### config.mk
export PLATFORM = sky130hd
export DESIGN_NAME = simmem_delay_fifo
export DESIGN_NICKNAME = d
export VERILOG_FILES = /design/src/rtl/simmem_delay_fifo.sv
export SDC_FILE = /design/constraint.sdc
export NUM_CORES = 1
export LEC_CHECK = 0
export ABC_AREA = 1
export BUFFER_PORTS_ARGS = -buffer_cell sky130_fd_sc_hd__buf_2
export CAP_MARGIN = 40
export CORE_MARGIN = 2
export CORE_UTILIZATION = 30
export DETAILED_ROUTE_END_ITERATION = 6
export SETUP_SLACK_MARGIN = 0.1
export SYNTH_ARGS = -nofsm -noshare
export SYNTH_HDL_FRONTEND = slang
export SYNTH_SLANG_ARGS = --single-unit
### constraint.sdc
create_clock -name clk_i -period 6 [get_ports clk_i]
set_clock_uncertainty 0.2 [all_clocks]
set_input_delay 0.3 -clock clk_i [delete_from_list [all_inputs] [get_ports clk_i]]
set_output_delay 0.3 -clock clk_i [all_outputs]
set_load 0.005 [all_outputs]
### src/rtl/simmem_delay_fifo.sv
// In-order delay FIFO: each entry carries its own release delay and may leave
// only once its counter reaches zero and every older entry has already left.
module simmem_delay_fifo #(
  parameter int unsigned DataWidth  = 64,
  parameter int unsigned Capacity   = 16,
  parameter int unsigned DelayWidth = 8
) (
  input  logic                           clk_i,
  input  logic                           rst_ni,
  input  logic [DataWidth-1:0]           data_i,
  input  logic [DelayWidth-1:0]          delay_i,
  input  logic                           data_in_valid_i,
  output logic                           data_in_ready_o,
  output logic [DataWidth-1:0]           data_o,
  output logic                           data_out_valid_o,
  input  logic                           data_out_ready_i,
  output logic [$clog2(Capacity+1)-1:0]  occupancy_o
);

  localparam int unsigned PtrWidth = $clog2(Capacity);
  localparam int unsigned OccWidth = $clog2(Capacity + 1);
  localparam logic [PtrWidth-1:0] LastPtr = PtrWidth'(Capacity - 1);

  logic [DataWidth-1:0]  storage_q [Capacity];
  logic [DelayWidth-1:0] cnt_q     [Capacity];
  logic [PtrWidth-1:0]   rd_ptr_q, wr_ptr_q;
  logic [OccWidth-1:0]   occ_q;
  logic                  push, pop;

  function automatic logic [PtrWidth-1:0] next_ptr(input logic [PtrWidth-1:0] p);
    return (p == LastPtr) ? '0 : p + 1'b1;
  endfunction

  // Outputs depend on registered state only, so a full FIFO refuses a push
  // even while the head is being popped in the same cycle.
  assign data_in_ready_o  = (occ_q < OccWidth'(Capacity));
  assign data_out_valid_o = (occ_q != '0) && (cnt_q[rd_ptr_q] == '0);
  assign data_o           = storage_q[rd_ptr_q];
  assign occupancy_o      = occ_q;

  assign push = data_in_valid_i && data_in_ready_o;
  assign pop  = data_out_valid_o && data_out_ready_i;

  always_ff @(posedge clk_i) begin
    if (push) storage_q[wr_ptr_q] <= data_i;
  end

  // Free slots always hold zero, so counting every slot down is harmless and
  // lets queued entries age while they wait behind the head.
  always_ff @(posedge clk_i or negedge rst_ni) begin
    if (!rst_ni) begin
      for (int i = 0; i < int'(Capacity); i++) cnt_q[i] <= '0;
    end else begin
      for (int i = 0; i < int'(Capacity); i++) begin
        if (push && (wr_ptr_q == PtrWidth'(i))) cnt_q[i] <= delay_i;
        else if (cnt_q[i] != '0)                cnt_q[i] <= cnt_q[i] - 1'b1;
      end
    end
  end

  always_ff @(posedge clk_i or negedge rst_ni) begin
    if (!rst_ni) begin
      rd_ptr_q <= '0;
      wr_ptr_q <= '0;
      occ_q    <= '0;
    end else begin
      if (push) wr_ptr_q <= next_ptr(wr_ptr_q);
      if (pop)  rd_ptr_q <= next_ptr(rd_ptr_q);
      case ({push, pop})
        2'b10:   occ_q <= occ_q + 1'b1;
        2'b01:   occ_q <= occ_q - 1'b1;
        default: occ_q <= occ_q;
      endcase
    end
  end

endmodule

* Word level (Yosys, flattened, before mapping)
Memories as Yosys holds them, arrays and structs flattened.
Index checks and enable logic that the tools add are counted.
** Storage, ports and cells
- Latch bits :: 0
- Register bits after elaboration :: 141
- Output and inout bits :: 71
- Memory bits (read-only) :: 0
- Memories :: 1
- Memory bits (writable) :: 1024
- Bits of input ports :: 76
- Word-level logic and storage cells :: 156
** Memory list
- storage_q :: words 16, width 64, rd ports 1, clocked after Yosys merged registers in 0, write ports 1, line 24 : logic [DataWidth-1:0] storage_q [Capacity];
** Operators by class
- Bitwise gates (word level) :: 1
- Divide/modulo/power cells :: 0
- Shift operators :: 0
- Order comparisons :: 2
- Multiply operators :: 0
- Multiplexer cells :: 40
- Equal/unequal tests :: 18
- Reduce and logical (&&, ||, !) cells :: 55
- Add/subtract/negate cells :: 20
** Operator list (number)
- $mux 8 :: 34
- $reduce_bool 8->1 :: 16
- $sub 8x1->8 const B :: 16
- $eq 4x4->1 const B :: 9
- $reduce_bool 2->1 :: 17
- $bmux 8 s4 :: 1
- $logic_and 1x1->1 :: 19
- $eq 4x3->1 const B :: 4
- $pmux 5 s2 :: 1
- $add 4x1->4 const B :: 2
- $eq 4x2->1 const B :: 2
- $logic_not 8->1 :: 1
- $mux 4 :: 2
- $add 5x1->5 const B :: 1
- $ge 5x5->1 const B :: 1
- $lt 5x5->1 const B :: 1
- $not 4->5 :: 1
- $reduce_bool 5->1 :: 1
- $sub 5x1->5 const B :: 1
- $eq 4x1->1 const B :: 1
- $logic_not 4->1 :: 1
- $eq 2x1->1 const B :: 1
- $eq 2x2->1 const B :: 1
- $mux 1 :: 2

* Longest topological paths before layout
- Depth in word-level cells :: 9
- Mapped depth :: 20
- Mapped depth without buffers :: 19

* Least setup slack after synthesis
No wires, ideal clock.
- Kind :: reg-to-reg
- Start point :: register wr_ptr_q[0]
- End point :: register cnt_q[8] (netlist name)
- Path buffers :: 0
- Data required time :: 5.666 ns
- Setup time :: 0.134 ns
- Data arrival time :: 4.686 ns
- Cell stages (with the launch flop) :: 12
- Clock period less this slack :: 5.021 ns
- Path slack :: 0.979 ns
- Cell sequence :: dfrtp_1 inv_1 ha_1 inv_1 nor2_1 inv_2 nor2_1 inv_1 nand2_1 inv_2 nand2_1 o211ai_1
** Between the ends
- Cells in the longest elaborated chain, start to end :: 3
- Elaborated cells between the ends (all ways) :: 4
- Those cells by class :: 1 x eq/ne; 1 x mux; 2 x reduce/logical
** RTL lines
- from (decl) :: line 26 : logic [PtrWidth-1:0] rd_ptr_q, wr_ptr_q;
- from (signal assigned) :: line 67 : if (push) wr_ptr_q <= next_ptr(wr_ptr_q);
- $eq 4x4->1 (*) :: line 55 : if (push && (wr_ptr_q == PtrWidth'(i))) cnt_q[i] <= delay_i;
- $logic_and 1x1->1 (*) :: line 55
- $mux 8 or $reduce_bool 2->1 (tied branches)
- to (signal, indexed assignment) :: line 55
- to (decl) :: line 25 : logic [DelayWidth-1:0] cnt_q [Capacity];
Every way passes the cells marked *; elsewhere a longest branch is shown, timed or not.
A chain may end at the register's enable or synchronous reset.

* Worst setup path after layout
- Start point :: register rd_ptr_q[1]
- End point :: output data_o[6]
** Between the ends
- Cells in the longest elaborated chain, start to end :: 1
** RTL lines
- from (decl) :: line 26
- from (signal assigned) :: line 68 : if (pop) rd_ptr_q <= next_ptr(rd_ptr_q);
- $mem_v2 16x64
- to (decl) :: line 14 : output logic [DataWidth-1:0] data_o,
Every way passes these cells.

==> results.json <==
{
  "status": "finished clean",
  "start_kind": "register",
  "slew_viol_final": 0,
  "clock_latency_ps": 710,
  "vias": 30670,
  "multi_input_area_um2": 11200,
  "grt_usage_pct": 15.66,
  "cpMostUsedCell": "nand3_1",
  "avgSynthCellArea_um2": 12.78,
  "synth_cell_types": 47,
  "ys_ff_latch": 1165,
  "drt-met1-wl_mm": 55.15,
  "min_period_ps": 4703,
  "hold_violations": 0,
  "die_area_um2": 160100,
  "cts-root-buf": "clkbuf_16",
  "routedWlPerCell_um": 21.28,
  "fp-row-count": 145,
  "final_net_count": 3994,
  "endpoint_kind": "primary output",
  "drv_cap": 0,
  "grt.overflow.total": 0,
  "met2_length_mm": 61.47,
  "yosysTopAreaCell": "edfxtp_1",
  "dr.max_layer_used": "met5",
  "reg2reg_to": "occupancy_o[4]",
  "worstSetupPathType": "reg2out",
  "dr.pass1.iters": 5,
  "worst_path_max_delay_cell": "buf_12",
  "clockBufferDepth": 3,
  "grt_pass1_wl_mm": 190.7,
  "rsz0062_at_grt": "no",
  "synth_edf_count": 1024,
  "clkSlewWorstSetupHoldPaths_ps": 60,
  "layout-drive-gt1-share_pct": 11.43,
  "grt_max_degree": 175,
  "synth_top_area_share_pct": 65.31,
  "dpl.hpwl_mm": 68.02,
  "crit_chain": "inv_8 -> nor2_4 -> buf_4 -> buf_12 -> a221oi_1 -> o21ai_0 -> nand3_1 -> nand3_1 -> buf_2",
  "ys_seq_area_share_pct": 72.80,
  "cp.buffers_inverters": 4,
  "critical_path_arrival_ps": 4200,
  "ys_top_cells_by_area": "edfxtp_1 65%, dfrtp_1 7.5%, o21ai_0 5.6%",
  "ys.flop_type": "edfxtp_1",
  "cts_sinks": 1165,
  "ant_nets": 0,
  "core_um2": 156000,
  "async_flop_share_pct": 12.10,
  "hold_path.class": "in2async",
  "power_mw": 16.20,
  "die_w_um": 400.2,
  "viasPerCell": 5.070,
  "io_pins": 147,
  "tightestPinTransition_ps": 1045,
  "ir_worst_vdd_mv": 0.2480,
  "max_freq_mhz": 212.6,
  "cp.depth": 9,
  "worstPathMaxFanout": 174,
  "r2r_start": "rd_ptr_q[1]",
  "cts_tree": "built",
  "cp_slowest_stage_delay_ps": 680,
  "die_h_um": 400.2,
  "cp.required_ps": 5500,
  "period_share_pct": 78.39,
  "fillers": 15100,
  "post_cts_buffers": 0,
  "cts_hold_buffers": 75,
  "wl_met3_mm": 8.788,
  "first_global_vias": 29900,
  "drcViolationCount": 0,
  "reg2reg_depth": 16,
  "insertedDiodeCount": 0,
  "drt-total-wl_mm": 128.7,
  "netlist_area_um2": 47080,
  "port_buffers": 146,
  "initial_core_util_pct": 30.18,
  "cts_resized": 0,
  "drt-initial-drc-count": 2902,
  "gp_congestion": 0.8053,
  "seq_area_um2": 34290,
  "rrSetupSlack_ps": 2110,
  "cts_buffers": 115,
  "fin_util_pct": 35.21,
  "synthesis.nets": 3787,
  "power.density_nw_per_um2": 294.9,
  "leakagePower_nw": 18.76,
  "yosysWarnings": 0,
  "htree_levels": 3,
  "fin_setup_tns_ps": 0,
  "area_delta_synth_final_pct": 16.67,
  "postSynthCellCount": 3685,
  "slew_headroom_pct": 30.30,
  "antenna_found_initial": 19,
  "finalSetupViolCount": 0,
  "critPathTopFamily": "buffers and inverters"
}
## cell families (layout without fill, tap and decap cells)
| kind of cell | after synthesis | count (layout) | share of synthesized area [%] |
|---|---|---|---|
| DFF | 1165 | 1165 | 72.80 |
| xor gates and xnor gates | 34 | 34 | 0.6325 |
| adders and majority gates | 26 | 26 | 0.7069 |
| and+or+nand+nor | 1090 | 1090 | 9.814 |
| AOI/OAI and AO/OA | 969 | 969 | 12.52 |
| buffers and inverters | 401 | 707 | 3.521 |
## final cells by class
type | count | share of cell area [%]
clock buffers | 147 | 5.567
clock inverters | 69 | 1.319
inverters | 204 | 1.446
multi-input cells | 2119 | 20.39
flip-flops and latches | 1165 | 62.42
well taps | 2058 | 4.688
repair buffers | 287 | 4.171
## worst max-delay path by stage
stage | start | end
6_report | rd_ptr_q[1] | data_o[6]
5_1_grt | rd_ptr_q[1] | data_o[14]
4_1_cts | rd_ptr_q[1] | data_o[6]
3_5_place_dp | rd_ptr_q[1] | data_o[6]
3_3_place_gp | rd_ptr_q[0] | occupancy_o[4]
2_1_floorplan | wr_ptr_q[0] | cnt_q[8]
## report_power, final
group,leakage [nW],internal [mW],switching (mW),total [mW]
Sequential,10.9,8.82,0,8.82
Combinational,5.99,0.0552,0.155,0.210
Clock,1.85,4.09,3.08,7.17
## synthesized netlist by cell type (all sizes together), types with 2 or more instances
cell,n
a211oi,6
a21oi,37
a221oi,94
a22oi,111
a31oi,25
buf,109
clkbuf,88
clkinv,3
dfrtp,141
edfxtp,1024
ha,25
inv,201
nand2,460
nand3,170
nand3b,7
nand4,16
nor2,403
nor3,22
nor3b,2
nor4,2
o2111ai,60
o211ai,37
o21ai,582
o221ai,6
o22ai,9
or2,8
xnor2,14
xor2,20
## per-stage QoR
| step | std cells | worst slack, ps | area [µm²] | hold WS (ps) |
|---|---|---|---|---|
| finish | 6049 | 1297 | 54930 | 57.86 |
| global route | 6049 | 1028 | 54930 | 105.4 |
| CTS | 6049 | 1169 | 54930 | 76.62 |
| detailed placement | 5758 | 1958 | 50400 | 205.4 |
| global placement | 5744 | 2005 | 50030 | 205.9 |
| floorplan | 3685 | 979.4 | 47080 | -195.6 |
## routing by layer
metal  vias to the layer above  track usage [%]
met1                     15410            21.06
met3                       211            2.673
met2                       999            25.88
li1                      14030                -
met4                        18            4.668
met5                         -                0
## state kept, by name (all words and copies together), names as in the netlist
register     cells
occupancy_o      5
wr_ptr_q         4
cnt_q          128
rd_ptr_q         4
storage_q     1024
## cells in the final DEF (no fill, tap or decap), drive strengths merged, types with 20 or more instances in the layout
cell and instances:
o2111ai 60, edfxtp 1024, nand2 460, a22oi 111
ha 25, clkinv 55, inv 205, clkbuf 147
a31oi 25, dfrtp 141, o211ai 37, o21ai 582
dlygate4sd3 75, buf 212, nor3 22, a21oi 37
nor2 403, xor2 20, nand3 170, a221oi 94
Note: power is estimated with default switching activity, not from simulation.
